`config.mk`:
```
export PLATFORM = sky130hd
export DESIGN_NAME = tetris_cmd_ctrl_flat
export DESIGN_NICKNAME = d
export VERILOG_FILES = /design/src/rtl/tetris_cmd_ctrl_if.sv /design/src/rtl/tetris_cmd_ctrl.sv /design/src/flat_wrapper.sv
export SDC_FILE = /design/constraint.sdc
export NUM_CORES = 1
export LEC_CHECK = 0
export BUFFER_PORTS_ARGS = -buffer_cell sky130_fd_sc_hd__buf_4
export CORE_MARGIN = 1.5
export CORE_UTILIZATION = 55
export CTS_CLUSTER_SIZE = 12
export DETAILED_ROUTE_END_ITERATION = 8
export PLACE_DENSITY = 0.75
export SLEW_MARGIN = 0
export SYNTH_ARGS = -nofsm -noshare
export SYNTH_HDL_FRONTEND = slang
export SYNTH_SLANG_ARGS = --single-unit
```
`constraint.sdc`:
```
create_clock -name clk -period 5.7 [get_ports clk]
set_input_delay 0 -clock clk [delete_from_list [all_inputs] [get_ports clk]]
set_output_delay 0 -clock clk [all_outputs]
set_load 0.02 [all_outputs]
```
`src/rtl/tetris_cmd_ctrl_if.sv`:
```
`default_nettype none
// +----------------------------------------------------------------------------+
// | tetris_cmd_ctrl_if : valid/ready command channel to the game FSM           |
// | Rev 1.0                                                                    |
// +----------------------------------------------------------------------------+
interface tetris_cmd_ctrl_if;
  logic       cmd_valid;
  logic [3:0] cmd;
  logic       cmd_ready;

  modport master (output cmd_valid, output cmd, input cmd_ready);
  modport slave  (input cmd_valid, input cmd, output cmd_ready);
endinterface
`default_nettype wire

```
`src/rtl/tetris_cmd_ctrl.sv`:
```
`default_nettype none
// +----------------------------------------------------------------------------+
// | tetris_cmd_ctrl : merges UART keys, buttons (DAS/ARR) and gravity into a   |
// | show-ahead command FIFO; level and countdown. Option macro: CMD_PAUSE_EN   |
// | Rev 1.0                                                                    |
// +----------------------------------------------------------------------------+
module tetris_cmd_ctrl #(
  parameter int DEPTH           = 8,
  parameter int SEC_TICK        = 100_000_000,
  parameter int DAS_TICK        = 20_000_000,
  parameter int ARR_TICK        = 5_000_000,
  parameter int GRAV_BASE       = 100_000_000,
  parameter int GRAV_MIN        = 6_250_000,
  parameter int LINES_PER_LEVEL = 4,
  parameter int MAX_LEVEL       = 15,
  parameter int COUNT_INIT      = 60,
  parameter int BONUS_SEC       = 1,
  parameter int COUNT_MAX       = 999
) (
  input  logic                     clk,
  input  logic                     reset_n,
  input  logic [3:0]               btn_i,
  input  logic                     rx_valid_i,
  input  logic [7:0]               rx_byte_i,
  input  logic                     game_run_i,
  input  logic                     score_inc_i,
  tetris_cmd_ctrl_if.master        cmd_if,
  output logic [$clog2(DEPTH):0]   fifo_count_o,
  output logic                     overflow_o,
  output logic [3:0]               level_o,
  output logic [9:0]               count_down_o,
  output logic                     time_up_o
);

  localparam int AW    = $clog2(DEPTH);
  localparam int REP_W = $clog2(((DAS_TICK > ARR_TICK) ? DAS_TICK : ARR_TICK) + 1);
  localparam int GW    = $clog2(GRAV_BASE + 1);
  localparam int LW    = $clog2(LINES_PER_LEVEL + 1);
  localparam int SW    = $clog2(SEC_TICK + 1);

  localparam logic [3:0] CMD_NONE   = 4'd0;
  localparam logic [3:0] CMD_LEFT   = 4'd1;
  localparam logic [3:0] CMD_RIGHT  = 4'd2;
  localparam logic [3:0] CMD_DOWN   = 4'd3;
  localparam logic [3:0] CMD_ROT    = 4'd4;
  localparam logic [3:0] CMD_ROTREV = 4'd5;
  localparam logic [3:0] CMD_DROP   = 4'd6;
  localparam logic [3:0] CMD_HOLD   = 4'd7;
  localparam logic [3:0] CMD_BAR    = 4'd8;

  localparam logic [1:0] ST_IDLE = 2'd0;
  localparam logic [1:0] ST_ESC  = 2'd1;
  localparam logic [1:0] ST_CSI  = 2'd2;

  logic          run_q;
  logic          w_run_rise, w_run_fall;
  logic          w_paused, w_active;
  logic [1:0]    esc_q, esc_d;
  logic [3:0]    w_uart_cmd;
  logic          w_uart_push;
  logic [3:0]    btn_q, pend_q, pend_d;
  logic [3:0]    w_rise, w_rep, w_btn_evt, w_btn_sel, w_btn_cmd;
  logic          w_btn_push;
  logic [GW-1:0] grav_q, w_grav_shr, w_grav_per;
  logic          w_grav_evt, w_grav_push;
  logic          w_push, w_pop, w_full, w_valid, w_wr_en, w_drop;
  logic [3:0]    w_push_cmd;
  logic [3:0]    mem_q [DEPTH];
  logic [AW-1:0] wr_q, rd_q;
  logic [AW:0]   cnt_q;
  logic          ovf_q;
  logic [LW-1:0] lines_q;
  logic [3:0]    level_q;
  logic [SW-1:0] sec_q;
  logic          w_sec_tick;
  logic [10:0]   w_cnt_sum;
  logic [9:0]    count_q;

  assign w_run_rise = game_run_i & ~run_q;
  assign w_run_fall = ~game_run_i & run_q;
  assign w_active   = game_run_i & ~w_paused;

  always_ff @(posedge clk) begin
    if (!reset_n) begin
      run_q <= 1'b0;
      btn_q <= 4'd0;
    end else begin
      run_q <= game_run_i;
      btn_q <= btn_i;
    end
  end

`ifdef CMD_PAUSE_EN
  logic pause_q;
  logic w_pause_tgl;

  always_ff @(posedge clk) begin
    if (!reset_n || !game_run_i) pause_q <= 1'b0;
    else if (w_pause_tgl)        pause_q <= ~pause_q;
  end
  assign w_paused = pause_q;
`else
  assign w_paused = 1'b0;
`endif

  // Escape-sequence FSM: state register / next state / decode outputs
  always_ff @(posedge clk) begin
    if (!reset_n) esc_q <= ST_IDLE;
    else          esc_q <= esc_d;
  end

  always_comb begin
    esc_d = esc_q;
    if (!game_run_i) begin
      esc_d = ST_IDLE;
    end else if (rx_valid_i && !w_paused) begin
      case (esc_q)
        ST_IDLE: if (rx_byte_i == 8'h1B) esc_d = ST_ESC;
        ST_ESC:  esc_d = (rx_byte_i == 8'h5B) ? ST_CSI : ST_IDLE;
        default: esc_d = ST_IDLE;
      endcase
    end
  end

  always_comb begin
    w_uart_cmd = CMD_NONE;
`ifdef CMD_PAUSE_EN
    w_pause_tgl = 1'b0;
`endif
    if (game_run_i && rx_valid_i) begin
      case (esc_q)
        ST_IDLE: begin
          if (!w_paused) begin
            case (rx_byte_i)
              8'h41, 8'h61:        w_uart_cmd = CMD_LEFT;
              8'h44, 8'h64:        w_uart_cmd = CMD_RIGHT;
              8'h53, 8'h73:        w_uart_cmd = CMD_DOWN;
              8'h57, 8'h77, 8'h20: w_uart_cmd = CMD_DROP;
              8'h43, 8'h63:        w_uart_cmd = CMD_HOLD;
              8'h58, 8'h78:        w_uart_cmd = CMD_ROT;
              8'h5A, 8'h7A:        w_uart_cmd = CMD_ROTREV;
              8'h42, 8'h62:        w_uart_cmd = CMD_BAR;
              default:             w_uart_cmd = CMD_NONE;
            endcase
          end
`ifdef CMD_PAUSE_EN
          w_pause_tgl = (rx_byte_i == 8'h50) || (rx_byte_i == 8'h70);
`endif
        end
        ST_CSI: begin
          case (rx_byte_i)
            8'h41:   w_uart_cmd = CMD_ROT;
            8'h42:   w_uart_cmd = CMD_DOWN;
            8'h43:   w_uart_cmd = CMD_RIGHT;
            8'h44:   w_uart_cmd = CMD_LEFT;
            default: w_uart_cmd = CMD_NONE;
          endcase
        end
        default: w_uart_cmd = CMD_NONE;
      endcase
    end
  end

  assign w_uart_push = (w_uart_cmd != CMD_NONE);

  // Per-button auto-repeat; ROTATE (index 2) has none
  for (genvar gi = 0; gi < 4; gi++) begin : g_rep
    if (gi == 2) begin : g_norep
      assign w_rep[gi] = 1'b0;
    end else begin : g_das
      logic [REP_W-1:0] rcnt_q;
      logic             das_q;

      always_ff @(posedge clk) begin
        if (!reset_n || !game_run_i || !btn_i[gi]) begin
          rcnt_q <= '0;
          das_q  <= 1'b0;
        end else if (!w_paused) begin
          if (w_rep[gi]) begin
            rcnt_q <= REP_W'(1);
            das_q  <= 1'b1;
          end else begin
            rcnt_q <= rcnt_q + REP_W'(1);
          end
        end
      end

      assign w_rep[gi] = btn_i[gi] && game_run_i &&
                         (das_q ? (rcnt_q == REP_W'(ARR_TICK)) : (rcnt_q == REP_W'(DAS_TICK)));
    end
  end

  // The lowest pending event is served each cycle; if UART wins it is lost
  assign w_rise     = btn_i & ~btn_q;
  assign w_btn_evt  = w_active ? (pend_q | w_rise | w_rep) : 4'd0;
  assign w_btn_sel  = w_btn_evt & (~w_btn_evt + 4'd1);
  assign pend_d     = w_btn_evt & ~w_btn_sel;
  assign w_btn_push = |w_btn_evt;

  always_comb begin
    case (w_btn_sel)
      4'b0001: w_btn_cmd = CMD_RIGHT;
      4'b0010: w_btn_cmd = CMD_DOWN;
      4'b0100: w_btn_cmd = CMD_ROT;
      4'b1000: w_btn_cmd = CMD_LEFT;
      default: w_btn_cmd = CMD_NONE;
    endcase
  end

  always_ff @(posedge clk) begin
    if (!reset_n) pend_q <= 4'd0;
    else          pend_q <= pend_d;
  end

  assign w_grav_shr  = GW'(GRAV_BASE) >> level_q;
  assign w_grav_per  = (w_grav_shr < GW'(GRAV_MIN)) ? GW'(GRAV_MIN) : w_grav_shr;
  assign w_grav_evt  = w_active && (grav_q >= (w_grav_per - GW'(1)));
  assign w_grav_push = w_grav_evt && !w_uart_push && !w_btn_push;

  assign w_push     = w_uart_push | w_btn_push | w_grav_evt;
  assign w_push_cmd = w_uart_push ? w_uart_cmd :
                      w_btn_push  ? w_btn_cmd  :
                      w_grav_evt  ? CMD_DOWN   : CMD_NONE;

  // Gravity holds at threshold while it loses arbitration
  always_ff @(posedge clk) begin
    if (!reset_n || !game_run_i) begin
      grav_q <= '0;
    end else if (!w_paused) begin
      if (w_grav_push || (w_wr_en && (w_push_cmd == CMD_DOWN))) grav_q <= '0;
      else if (!w_grav_evt)                                     grav_q <= grav_q + GW'(1);
    end
  end

  assign w_valid = (cnt_q != '0);
  assign w_full  = (cnt_q == (AW+1)'(DEPTH));
  assign w_pop   = w_valid && cmd_if.cmd_ready;
  assign w_wr_en = w_push && (!w_full || w_pop);
  assign w_drop  = w_push && w_full && !w_pop;

  always_ff @(posedge clk) begin
    if (w_wr_en) mem_q[wr_q] <= w_push_cmd;
  end

  always_ff @(posedge clk) begin
    if (!reset_n || w_run_fall) begin
      wr_q  <= '0;
      rd_q  <= '0;
      cnt_q <= '0;
    end else begin
      if (w_wr_en) wr_q <= wr_q + AW'(1);
      if (w_pop)   rd_q <= rd_q + AW'(1);
      case ({w_wr_en, w_pop})
        2'b10:   cnt_q <= cnt_q + (AW+1)'(1);
        2'b01:   cnt_q <= cnt_q - (AW+1)'(1);
        default: cnt_q <= cnt_q;
      endcase
    end
  end

  always_ff @(posedge clk) begin
    if (!reset_n)        ovf_q <= 1'b0;
    else if (w_drop)     ovf_q <= 1'b1;
    else if (w_run_rise) ovf_q <= 1'b0;
  end

  always_ff @(posedge clk) begin
    if (!reset_n || !game_run_i) begin
      lines_q <= '0;
      level_q <= 4'd0;
    end else if (score_inc_i) begin
      if (lines_q == LW'(LINES_PER_LEVEL - 1)) begin
        lines_q <= '0;
        if (level_q != 4'(MAX_LEVEL)) level_q <= level_q + 4'd1;
      end else begin
        lines_q <= lines_q + LW'(1);
      end
    end
  end

  assign w_sec_tick = w_active && (sec_q == SW'(SEC_TICK - 1));

  always_ff @(posedge clk) begin
    if (!reset_n || !game_run_i) sec_q <= '0;
    else if (!w_paused)          sec_q <= w_sec_tick ? '0 : sec_q + SW'(1);
  end

  // Tick and bonus combine into one signed step; decrement suppressed at zero
  assign w_cnt_sum = {1'b0, count_q}
                   + (score_inc_i ? 11'(BONUS_SEC) : 11'd0)
                   - ((w_sec_tick && (count_q != 10'd0)) ? 11'd1 : 11'd0);

  always_ff @(posedge clk) begin
    if (!reset_n || !game_run_i) count_q <= 10'(COUNT_INIT);
    else count_q <= (w_cnt_sum > 11'(COUNT_MAX)) ? 10'(COUNT_MAX) : w_cnt_sum[9:0];
  end

  assign cmd_if.cmd_valid = w_valid;
  assign cmd_if.cmd       = w_valid ? mem_q[rd_q] : CMD_NONE;
  assign fifo_count_o     = cnt_q;
  assign overflow_o       = ovf_q;
  assign level_o          = level_q;
  assign count_down_o     = count_q;
  assign time_up_o        = game_run_i && (count_q == 10'd0);

endmodule
`default_nettype wire

```
`src/flat_wrapper.sv`:
```
// flat-port wrapper written by rule: the top's interface ports become plain ports
module tetris_cmd_ctrl_flat 
#(
  parameter int DEPTH           = 8,
  parameter int SEC_TICK        = 100_000_000,
  parameter int DAS_TICK        = 20_000_000,
  parameter int ARR_TICK        = 5_000_000,
  parameter int GRAV_BASE       = 100_000_000,
  parameter int GRAV_MIN        = 6_250_000,
  parameter int LINES_PER_LEVEL = 4,
  parameter int MAX_LEVEL       = 15,
  parameter int COUNT_INIT      = 60,
  parameter int BONUS_SEC       = 1,
  parameter int COUNT_MAX       = 999
)
  (clk, reset_n, btn_i, rx_valid_i, rx_byte_i, game_run_i, score_inc_i, fifo_count_o, overflow_o, level_o, count_down_o, time_up_o, cmd_if_cmd_valid, cmd_if_cmd, cmd_if_cmd_ready);
  tetris_cmd_ctrl_if cmd_if_i ();
  input  logic clk;
  input  logic reset_n;
  input  logic [3:0] btn_i;
  input  logic rx_valid_i;
  input  logic [7:0] rx_byte_i;
  input  logic game_run_i;
  input  logic score_inc_i;
  output logic [$clog2(DEPTH):0] fifo_count_o;
  output logic overflow_o;
  output logic [3:0] level_o;
  output logic [9:0] count_down_o;
  output logic time_up_o;
  output wire logic [$bits(cmd_if_i.cmd_valid)-1:0] cmd_if_cmd_valid;
  output wire logic [$bits(cmd_if_i.cmd)-1:0] cmd_if_cmd;
  input wire logic [$bits(cmd_if_i.cmd_ready)-1:0] cmd_if_cmd_ready;
  assign cmd_if_cmd_valid = cmd_if_i.cmd_valid;
  assign cmd_if_cmd = cmd_if_i.cmd;
  assign cmd_if_i.cmd_ready = cmd_if_cmd_ready;
  tetris_cmd_ctrl #(.DEPTH(DEPTH), .SEC_TICK(SEC_TICK), .DAS_TICK(DAS_TICK), .ARR_TICK(ARR_TICK), .GRAV_BASE(GRAV_BASE), .GRAV_MIN(GRAV_MIN), .LINES_PER_LEVEL(LINES_PER_LEVEL), .MAX_LEVEL(MAX_LEVEL), .COUNT_INIT(COUNT_INIT), .BONUS_SEC(BONUS_SEC), .COUNT_MAX(COUNT_MAX)) u_core (.clk(clk), .reset_n(reset_n), .btn_i(btn_i), .rx_valid_i(rx_valid_i), .rx_byte_i(rx_byte_i), .game_run_i(game_run_i), .score_inc_i(score_inc_i), .cmd_if(cmd_if_i), .fifo_count_o(fifo_count_o), .overflow_o(overflow_o), .level_o(level_o), .count_down_o(count_down_o), .time_up_o(time_up_o));
endmodule
```
# After elaboration in Yosys (flattened, before gate mapping)

Memory sizes are Yosys's and may differ from the RTL's. A register that Yosys moved wholly into a read port is not among the register bits.
Index checks and enable logic that the tools add are counted.

Add/sub/neg operators: 15
$lt $le $gt $ge: 3
Equal/unequal tests: 39
Shift operators: 1
Muxes and demuxes: 31
Bitwise gates (word level): 14
Reduce and logical (&&, ||, !) cells: 59

Operators with widths:

| kind                  | count |
|---|---|
| $eq 8x7->1 const B    | 17 |
| $add 25x1->25 const B | 3 |
| $eq 25x23->1 const B  | 3 |
| $eq 25x25->1 const B  | 3 |
| $add 27x1->27 const B | 2 |
| $pmux 4 s8            | 1 |
| $eq 27x27->1 const B  | 1 |
| $ge 27x27->1          | 1 |
| $lt 27x23->1 const B  | 1 |
| $mux 27               | 1 |
| $shr 27x4->27 const A | 1 |
| $sub 27x1->27 const B | 1 |
| $reduce_or 2->1       | 13 |
| $pmux 3 s4            | 2 |
| $mux 4                | 5 |
| $logic_and 1x1->1     | 18 |
| $pmux 4 s2            | 2 |
| $add 4x1->4 const B   | 3 |
| $and 4x4->4           | 3 |
| $mux 1                | 12 |
| $not 4->4             | 3 |
| $add 10x11->11        | 1 |
| $gt 11x10->1 const B  | 1 |
| $sub 11x11->11        | 1 |
| 32 further kinds      | 63 |

Register bits after elaboration: 171
RAM bits: 32
Input bits: 18
Word-level logic and storage cells: 186
Memories: 1

Memory list:

| name         | words | bits a word | read ports | clocked after memory_dff | write ports | line                  | text |
|---|---|---|---|---|---|---|---|
| u_core.mem_q | 8     | 4           | 1          | 1                        | 1           | tetris_cmd_ctrl.sv:68 | `logic [3:0] mem_q [DEPTH];` |

# Longest topological paths before layout

Gate-level depths: netlist of the first run.

Word-level depth: 16
Gate-level depth with buffers: 23
Mapped depth without buffers: 23

# Worst setup path before layout of the first run

Ideal clock, no wire load.

Path type: register to register
From: reg u_core.level_q[0], in the netlist u_core.level_o[0]
To: reg u_core.cnt_q[3], in the netlist u_core.fifo_count_o[3]
Library setup time: 0.072 ns
Data arrival time: 5.057 ns
Path slack: 0.571 ns
Stages on the path, launching flop included: 24
Buffers on the path: 0
Period minus slack after synthesis: 5.129 ns
Path through: dfxtp_1 > inv_1 > ha_1 > nor4bb_1 > nand4_1 > a211o_1 > ha_1 > nand2_1 > nor3_1 > xor2_1 > nor2_1 > ha_1 > and3_1 > a221o_1 > nand2_1 > o21ai_0 > o221ai_1 > nand4_1 > inv_2 > ha_1 > a21o_1 > a21oi_1 > mux2i_1 > mux2i_1

Cells in the longest elaborated chain, start to end: 10
Elaborated cells on any way between the ends: 12

Ends and longest elaborated chain:

| element                                         | line                   | text |
|---|---|---|
| from (decl)                                     | tetris_cmd_ctrl.sv:73  | `logic [3:0] level_q;` |
| from (signal assigned)                          | tetris_cmd_ctrl.sv:274 | `if (level_q != 4'(MAX_LEVEL)) level_q <= level_q + 4'd1;` |
| $shr 27x4->27 *                                 | tetris_cmd_ctrl.sv:215 | `assign w_grav_shr = GW'(GRAV_BASE) >> level_q;` |
| $lt 27x23->1                                    | tetris_cmd_ctrl.sv:216 | `assign w_grav_per = (w_grav_shr < GW'(GRAV_MIN)) ? GW'(GRAV_MIN) : w_grav_shr;` |
| $mux 27 *                                       | tetris_cmd_ctrl.sv:216 |  |
| $sub 27x1->27 *                                 | tetris_cmd_ctrl.sv:217 | `assign w_grav_evt = w_active && (grav_q >= (w_grav_per - GW'(1)));` |
| $ge 27x27->1 *                                  | tetris_cmd_ctrl.sv:217 |  |
| $logic_and 1x1->1 *                             | tetris_cmd_ctrl.sv:217 |  |
| $or 1x1->1 *                                    | tetris_cmd_ctrl.sv:220 | `assign w_push = w_uart_push \| w_btn_push \| w_grav_evt;` |
| $logic_and 1x1->1 *                             | tetris_cmd_ctrl.sv:238 | `assign w_wr_en = w_push && (!w_full \|\| w_pop);` |
| $eq 2x1->1 or $eq 2x2->1 (tied branches)        | tetris_cmd_ctrl.sv:253 | `case ({w_wr_en, w_pop})` |
| $pmux 4 s2 or $reduce_bool 2->1 (tied branches) | -                      |  |
| to (signal assigned)                            | tetris_cmd_ctrl.sv:254 | `2'b10: cnt_q <= cnt_q + (AW+1)'(1);` |
| to (signal assigned)                            | tetris_cmd_ctrl.sv:255 | `2'b01: cnt_q <= cnt_q - (AW+1)'(1);` |
| to (signal assigned)                            | tetris_cmd_ctrl.sv:256 | `default: cnt_q <= cnt_q;` |
| to (decl)                                       | tetris_cmd_ctrl.sv:70  | `logic [AW:0] cnt_q;` |

Mark *: on every way between the ends. The rest lies on a longest branch, timed or not.
A chain may end at the register's enable or synchronous reset.

# Worst setup path after layout of the first run

Same ends and word-level chain as after synthesis.

==> flow_summary.json, run 1 <==
{
  "synthArstFlopShare_pct": 0,
  "vdd_ir_drop_max_mv": 0.329,
  "synth_largest_area_cell": "dfxtp_1",
  "die_y_microns": 145,
  "clock-sinks": 205,
  "num_vias": 8638,
  "rsz0062_at_grt": "no",
  "wl_per_cell_microns": 15.3,
  "rr_endpoint": "u_core.fifo_count_o[3]",
  "portBuffers": 42,
  "outcome": "complete, no violations",
  "clk_pin_slew_ps": 60,
  "fmax_ghz": 0.189,
  "synth_cells": 1202,
  "internal_power_mw": 2.64,
  "r2r-start": "u_core.level_o[0]",
  "synthFlopType": "dfxtp_1",
  "tightest_slew_ps": 1210,
  "ys_top_cells_by_area": "dfxtp_1 31%, edfxtp_1 8.7%, ha_1 7.5%, xor2_1 5.5%, xnor2_1 5.4%",
  "cp_data_arrival_time_ps": 5730,
  "numCtsBuffers": 22,
  "critPathKind": "reg2reg",
  "final-setup-viol-count": 0,
  "seq_area_frac_synth_pct": 40.1,
  "required_ps": 6140,
  "whs_ps": 186,
  "hold_violations": 0,
  "die_w_microns": 145,
  "grt_max_degree": 28,
  "wl_microns": 23500,
  "drv_cap": 0,
  "period_share_pct": 92.8,
  "htree_levels": 1,
  "fin_setup_tns_ps": 0,
  "leakage_nw": 4.56,
  "relSlewSlack_pct": 18.7,
  "netlist_area_sq_mm": 0.0110,
  "yosysTopAreaCellShare_pct": 31.4,
  "r2r_slack_ps": 410,
  "synth_edf_count": 32,
  "clk_latency_ps": 510,
  "cp-endpoint": "u_core.fifo_count_o[3]",
  "track_usage_pct": 22.9,
  "pwr-share-comb_pct": 20.9,
  "worstHoldPathType": "in2reg",
  "overflow": 0,
  "synth_warnings": 0,
  "cts_tree": "yes",
  "antenna_left": 0,
  "setup.worst_path.start": "u_core.level_o[0]",
  "power.density_mw_per_mm2": 299,
  "slowest_delay_ps": 490,
  "fin_crit_ps": 5290,
  "drt-initial-drc-count": 458,
  "start_kind": "flop",
  "ys_ff_latch": 205,
  "dr.pass1.iters": 5,
  "start_util_pct": 56.3,
  "grt_pass1_vias": 8131,
  "placement_rows": 51,
  "syn_area_per_cell_sq_um": 9.17,
  "cts_root_buf": "clkbuf_16",
  "routabilityCongestion": 0.843,
  "crit_top_cell": "ha_1",
  "antenna_found_initial": 1,
  "ios": 43,
  "power_frac_clock_pct": 36.4,
  "yosysUniqueCellTypes": 71,
  "cp_cell_sequence": "inv_1 > ha_1 > nor4bb_1 > nand4_1 > a211o_1 > ha_1 > nand2_1 > nor3_1 > xor2_1 > nor2_1 > ha_1 > and3_1 > a221o_1 > nand2_1 > o21ai_0 > o221ai_1 > nand4_1 > inv_2 > ha_1 > a21o_1 > a21oi_1 > mux2i_1 > mux2i_1",
  "switching_share_pct": 29.0,
  "cp-end-kind": "flop",
  "vias_per_cell": 5.62,
  "worst_clock_skew_ps": 21.6,
  "drc": 0,
  "crit_fanout": 8,
  "core_sq_mm": 0.0196,
  "hpwl_microns": 16500,
  "die_area_sq_mm": 0.0209,
  "slowest_stage": "dfxtp_1",
  "layout-drive-gt1-share_pct": 9.84,
  "p_switching_mw": 1.08,
  "syn_to_final_growth_pct": 13.0,
  "reg2regPathDepth": 23,
  "grt_pass1_wl_microns": 39200,
  "final_max_slew_viol_count": 0,
  "nNetsFinal": 1344,
  "clockBufferDepth": 3,
  "pwr-share-seq_pct": 42.7
}
-- logic make-up (layout without fill, tap and decap cells) --
kind of cell / count (synthesis) / count (layout) / share of synthesized area [%]
AND/OR/NAND/NOR: 519 / 519 / 24.4
flip-flops: 205 / 205 / 40.1
AO/OA/AOI/OAI: 158 / 158 / 10.6
XOR/XNOR: 137 / 137 / 10.9
buffers and inverters: 93 / 160 / 3.36
adder cells (fa/ha/maj): 68 / 68 / 7.85
multiplexers: 20 / 20 / 2.72
other: 2 / 4 / 0.0681
-- sequential cells by signal (all words and copies together), names as in the netlist, named ones only --
name / cells
u_core.g_rep.g_das.rcnt_q: 75
u_core.mem_q: 32
u_core.grav_q: 27
u_core.sec_q: 27
u_core.count_down_o: 10
u_core.btn_q: 4
u_core.fifo_count_o: 4
u_core.level_o: 4
u_core.g_rep.g_das.das_q: 3
u_core.lines_q: 3
u_core.pend_q: 3
u_core.rd_q: 3
u_core.wr_q: 3
u_core.esc_q: 2
u_core.overflow_o: 1
u_core.run_q: 1
-- how the worst min path moves through the flow --
stage,startpoint,to,slack (ps),depth (start not counted)
2_1_floorplan,btn_i[0],u_core.btn_q[0],120,1
3_3_place_gp,btn_i[2],u_core.btn_q[2],230,2
3_5_place_dp,btn_i[2],u_core.btn_q[2],240,2
4_1_cts,rx_byte_i[0],u_core.mem_q[1][3],190,3
5_1_grt,rx_byte_i[0],u_core.mem_q[1][3],230,3
6_report,rx_byte_i[0],u_core.mem_q[1][3],190,3
-- routing by layer --
layer	track usage, %	part of all wire, %	vias to the layer above
met1	31.7	47	4064
li1	-	-	4364
met2	37.7	46	185
met5	0	0	-
met4	4.73	1.2	0
met3	4.11	5.5	25
-- timing repair --
| action | 4_1_cts | 5_1_grt |
|---|---|---|
| hold buffers | 17 | 0 |
| gates resized for setup | 0 | 4 |
| endpoints found under the hold margin | 21 | 0 |
| setup buffers | 0 | 2 |
| setup endpoints to repair | 0 | 13 |
-- metrics by stage --
stage / area, sq um / power (mW) / setup slack [ps] / instances / utilization (%)
after floorplan: 11000 / 2.17 / 571 / 1203 / -
after global placement: 11600 / 2.37 / 606 / 1480 / 59.1
after detailed placement: 11600 / 2.38 / 372 / 1480 / 59.1
after CTS: 12400 / 3.75 / 346 / 1533 / 63.4
after global routing: 12500 / 3.91 / 63.7 / 1535 / 63.6
final: 12500 / 3.72 / 410 / 1536 / 63.6
-- cell usage in the layout (no fill, tap or decap), drive strengths merged, types with 17 or more instances in the layout --
| master | instances |
|---|---|
| clkbuf | 31 |
| dfxtp | 173 |
| edfxtp | 32 |
| inv | 55 |
| a211oi | 27 |
| nand3 | 60 |
| xor2 | 69 |
| dlygate4sd3 | 17 |
| a21oi | 53 |
| ha | 66 |
| nand4 | 34 |
| buf | 51 |
| and3 | 37 |
| nor3 | 36 |
| nor4b | 17 |
| nand2 | 87 |
| nor2 | 152 |
| o21ai | 25 |
| xnor2 | 68 |
-- worst max-delay path, delay by kind of cell (launching register included) --
| kind | cells | cell delay, ps |
|---|---|---|
| flip-flops | 1 | 490 |
| XOR/XNOR | 1 | 150 |
| adder cells (fa/ha/maj) | 4 | 1020 |
| multiplexers | 2 | 420 |
| AND/OR/NAND/NOR | 8 | 1290 |
| AO/OA/AOI/OAI | 6 | 1450 |
| buffers and inverters | 2 | 410 |
-- cell usage after synthesis, drive strengths merged, types with 3 or more instances --
| cell type | n |
|---|---|
| dfxtp | 173 |
| nor2 | 152 |
| nand2 | 87 |
| xor2 | 69 |
| xnor2 | 68 |
| ha | 66 |
| nand3 | 60 |
| inv | 55 |
| a21oi | 53 |
| and3 | 37 |
| nor3 | 36 |
| nand4 | 34 |
| edfxtp | 32 |
| clkbuf | 29 |
| a211oi | 27 |
| o21ai | 25 |
| nor4b | 17 |
| or3 | 16 |
| mux2i | 12 |
| nor2b | 12 |
| nor4bb | 12 |
| and2 | 11 |
| nand2b | 10 |
| buf | 8 |
| mux4 | 8 |
| nor4 | 8 |
| a21o | 7 |
| a31oi | 6 |
| and4 | 5 |
| nand4b | 5 |
| nor3b | 5 |
| a31o | 4 |
| and4b | 4 |
| o21bai | 4 |
| o31ai | 4 |
| a21boi | 3 |
| o211ai | 3 |
| o21a | 3 |
| o221ai | 3 |
| or4 | 3 |
-- power groups by stage --
| stage | combinational (mW) | sequential (mW) | clock, mW |
|---|---|---|---|
| after global placement | 0.750 | 1.62 | 0 |
| after detailed placement | 0.766 | 1.62 | 0 |
| final | 0.779 | 1.59 | 1.36 |
| after floorplan | 0.542 | 1.63 | 0 |
| after CTS | 0.781 | 1.59 | 1.38 |
| after global routing | 0.869 | 1.60 | 1.45 |
-- final cells by class --
cell class                      instances  area, sq um
Clock inverter                          5         60.1
Tap cell                              265          332
Inverter                               56          210
Sequential cell                       205         4430
Clock buffer                           31          614
Fill cell                            1620         7130
Antenna cell                            1         2.50
Timing Repair Buffer                   68          553
Multi-Input combinational cell        905         6260
Note: power is estimated with default switching activity, not from simulation.
==> run 2: changes to the inputs <==
Settings changed: CTS_BUF_LIST set to sky130_fd_sc_hd__clkbuf_2 sky130_fd_sc_hd__clkbuf_4 sky130_fd_sc_hd__clkbuf_8, PLACE_DENSITY 0.75 to 0.78.
Clock period 5.7 ns to 4.7 ns, I/O delays scaled along.
==> flow_summary.json, run 2 (synthesized netlist as in run 1, its figures left out) <==
{
  "outcome": "complete, no violations",
  "dr.pass1.iters": 5,
  "start_kind": "flop",
  "fmax_ghz": 0.223,
  "grt_pass1_wl_microns": 39600,
  "worst-path-buf-inv": 2,
  "clk_pin_slew_ps": 60,
  "cts_root_buf": "clkbuf_8",
  "grt_pass1_vias": 8425,
  "start_util_pct": 56.3,
  "fin_crit_ps": 4480,
  "r2r_slack_ps": 220,
  "cp_cell_sequence": "inv_4 > ha_2 > nor4bb_4 > nand4_1 > a211o_1 > ha_2 > nand2_2 > nor3_1 > xor2_1 > nor2_1 > ha_1 > and3_1 > a221o_1 > nand2_1 > o21ai_1 > o221ai_2 > nand4_1 > inv_2 > ha_1 > a21o_1 > a21oi_2 > mux2i_1 > mux2i_1",
  "antenna_found_initial": 1,
  "top_layer": "met4",
  "drc": 0,
  "met2_length_microns": 11200,
  "clk_latency_ps": 530,
  "layout-drive-gt1-share_pct": 14.6,
  "routabilityCongestion": 0.886,
  "fin_util_pct": 65.3,
  "relSlewSlack_pct": 28.0,
  "regMostFlops": "u_core.g_rep.g_das.rcnt_q",
  "numCtsBuffers": 36,
  "placed_cells": 1494,
  "drt-initial-drc-count": 445,
  "cp-end-kind": "flop",
  "period_share_pct": 95.4,
  "crit_fanout": 8,
  "wl_met1_microns": 11100,
  "final_max_slew_viol_count": 0,
  "worst_clock_skew_ps": 17.3,
  "die_y_microns": 145,
  "leakage_nw": 4.75,
  "grt_max_degree": 28,
  "nNetsFinal": 1379,
  "fill_cells": 1606,
  "hold_violations": 0,
  "fin_cells": 1587,
  "cts_tree": "yes",
  "overflow": 0,
  "placement_rows": 51,
  "power.density_mw_per_mm2": 362,
  "num_vias": 8848,
  "wl_per_cell_microns": 15.1,
  "vdd_ir_drop_max_mv": 0.529,
  "core_sq_mm": 0.0196,
  "antenna_left": 0,
  "critPathKind": "reg2reg",
  "track_usage_pct": 23.5,
  "vias_per_cell": 5.58,
  "drv_cap": 0,
  "ios": 43,
  "hpwl_microns": 16100,
  "wl_microns": 23900,
  "syn_to_final_growth_pct": 16.0,
  "tightest_slew_ps": 1070,
  "clock-sinks": 205,
  "die_w_microns": 145,
  "htree_levels": 2,
  "layout_commonest_cell": "dfxtp_1",
  "final_cell_mix": "170 x dfxtp_1, 152 x nor2_1, 86 x nand2_1",
  "slowest_delay_ps": 380,
  "die_area_sq_mm": 0.0209,
  "clockBufferDepth": 3,
  "cp_data_arrival_time_ps": 4940,
  "critical-path-top-delay-family": "compound AO/OA/AOI/OAI gates",
  "largest_reg_flops": 75,
  "final-setup-viol-count": 0,
  "met3_length_microns": 1050,
  "required_ps": 5150,
  "worstHoldPathType": "in2reg",
  "slowest_stage": "dfxtp_4",
  "portBuffers": 42,
  "top_regs": "u_core.g_rep.g_das.rcnt_q: 75 flops, u_core.mem_q: 32 flops"
}
run 2: changes by cell type in the layout (fill, tap and decap cells not counted), sizes merged:
cell	previous run	this run
o21ai	25	26
buf	51	71
clkbuf	31	53
clkinv	5	11
clkinvlp	0	2
run 2: path summary, 6_finish.rpt:
check,from,end,cells after the start
worst max-delay path,u_core.level_o[1],u_core.fifo_count_o[3],23
worst min-delay path,cmd_if_cmd_ready,u_core.rd_q[0],4
worst max register to register,u_core.level_o[1],u_core.fifo_count_o[3],23
worst min register to register,u_core.sec_q[0],u_core.sec_q[0],1
run 2: timing repair:
action | CTS | global route
endpoints found under the setup margin | 33 | 75
pin swaps | 0 | 7
endpoints found under the hold margin | 21 | 0
gates resized for setup | 1 | 20
setup buffers | 0 | 8
hold buffers | 17 | 0
cloned | 1 | 0
run 2: per-layer routing:
metal	up-vias	global-route usage (%)
met4	0	8.83
met3	49	4.37
li1	4470	-
met2	169	38.9
met5	-	0
met1	4160	30.5
run 2: report_power, final:
group	switching [mW]	internal, mW
Sequential	0.0704	1.85
Combinational	0.580	0.426
Clock	0.739	0.970
run 2: final cells by class:
type	count	area [sq um]	share of cell area, %
Antenna cell	1	2.50	0.0196
Clock buffer	53	667	5.21
Clock inverter	13	92.6	0.724
Inverter	56	218	1.70
Multi-Input combinational cell	906	6330	49.5
Sequential cell	205	4430	34.7
Tap cell	265	332	2.59
Timing Repair Buffer	88	716	5.60
run 2: worst min-delay path: stages:
cell and delay, ps:
buf_4 80, and2_1 300, xnor2_1 140, nor2_1 80
run 2: stage by stage:
stage          hold WS [ps]  TNS [ps]  power (mW)  cell area [sq um]  setup slack [ps]
5_1_grt                 130      -891        4.86              12800              -121
3_5_place_dp            235      -215        2.92              11700             -21.5
4_1_cts                91.7         0        4.67              12700              19.9
6_report                116         0        4.63              12800               215
2_1_floorplan           122         0        2.63              11000              26.8
3_3_place_gp            234         0        2.90              11700              88.7
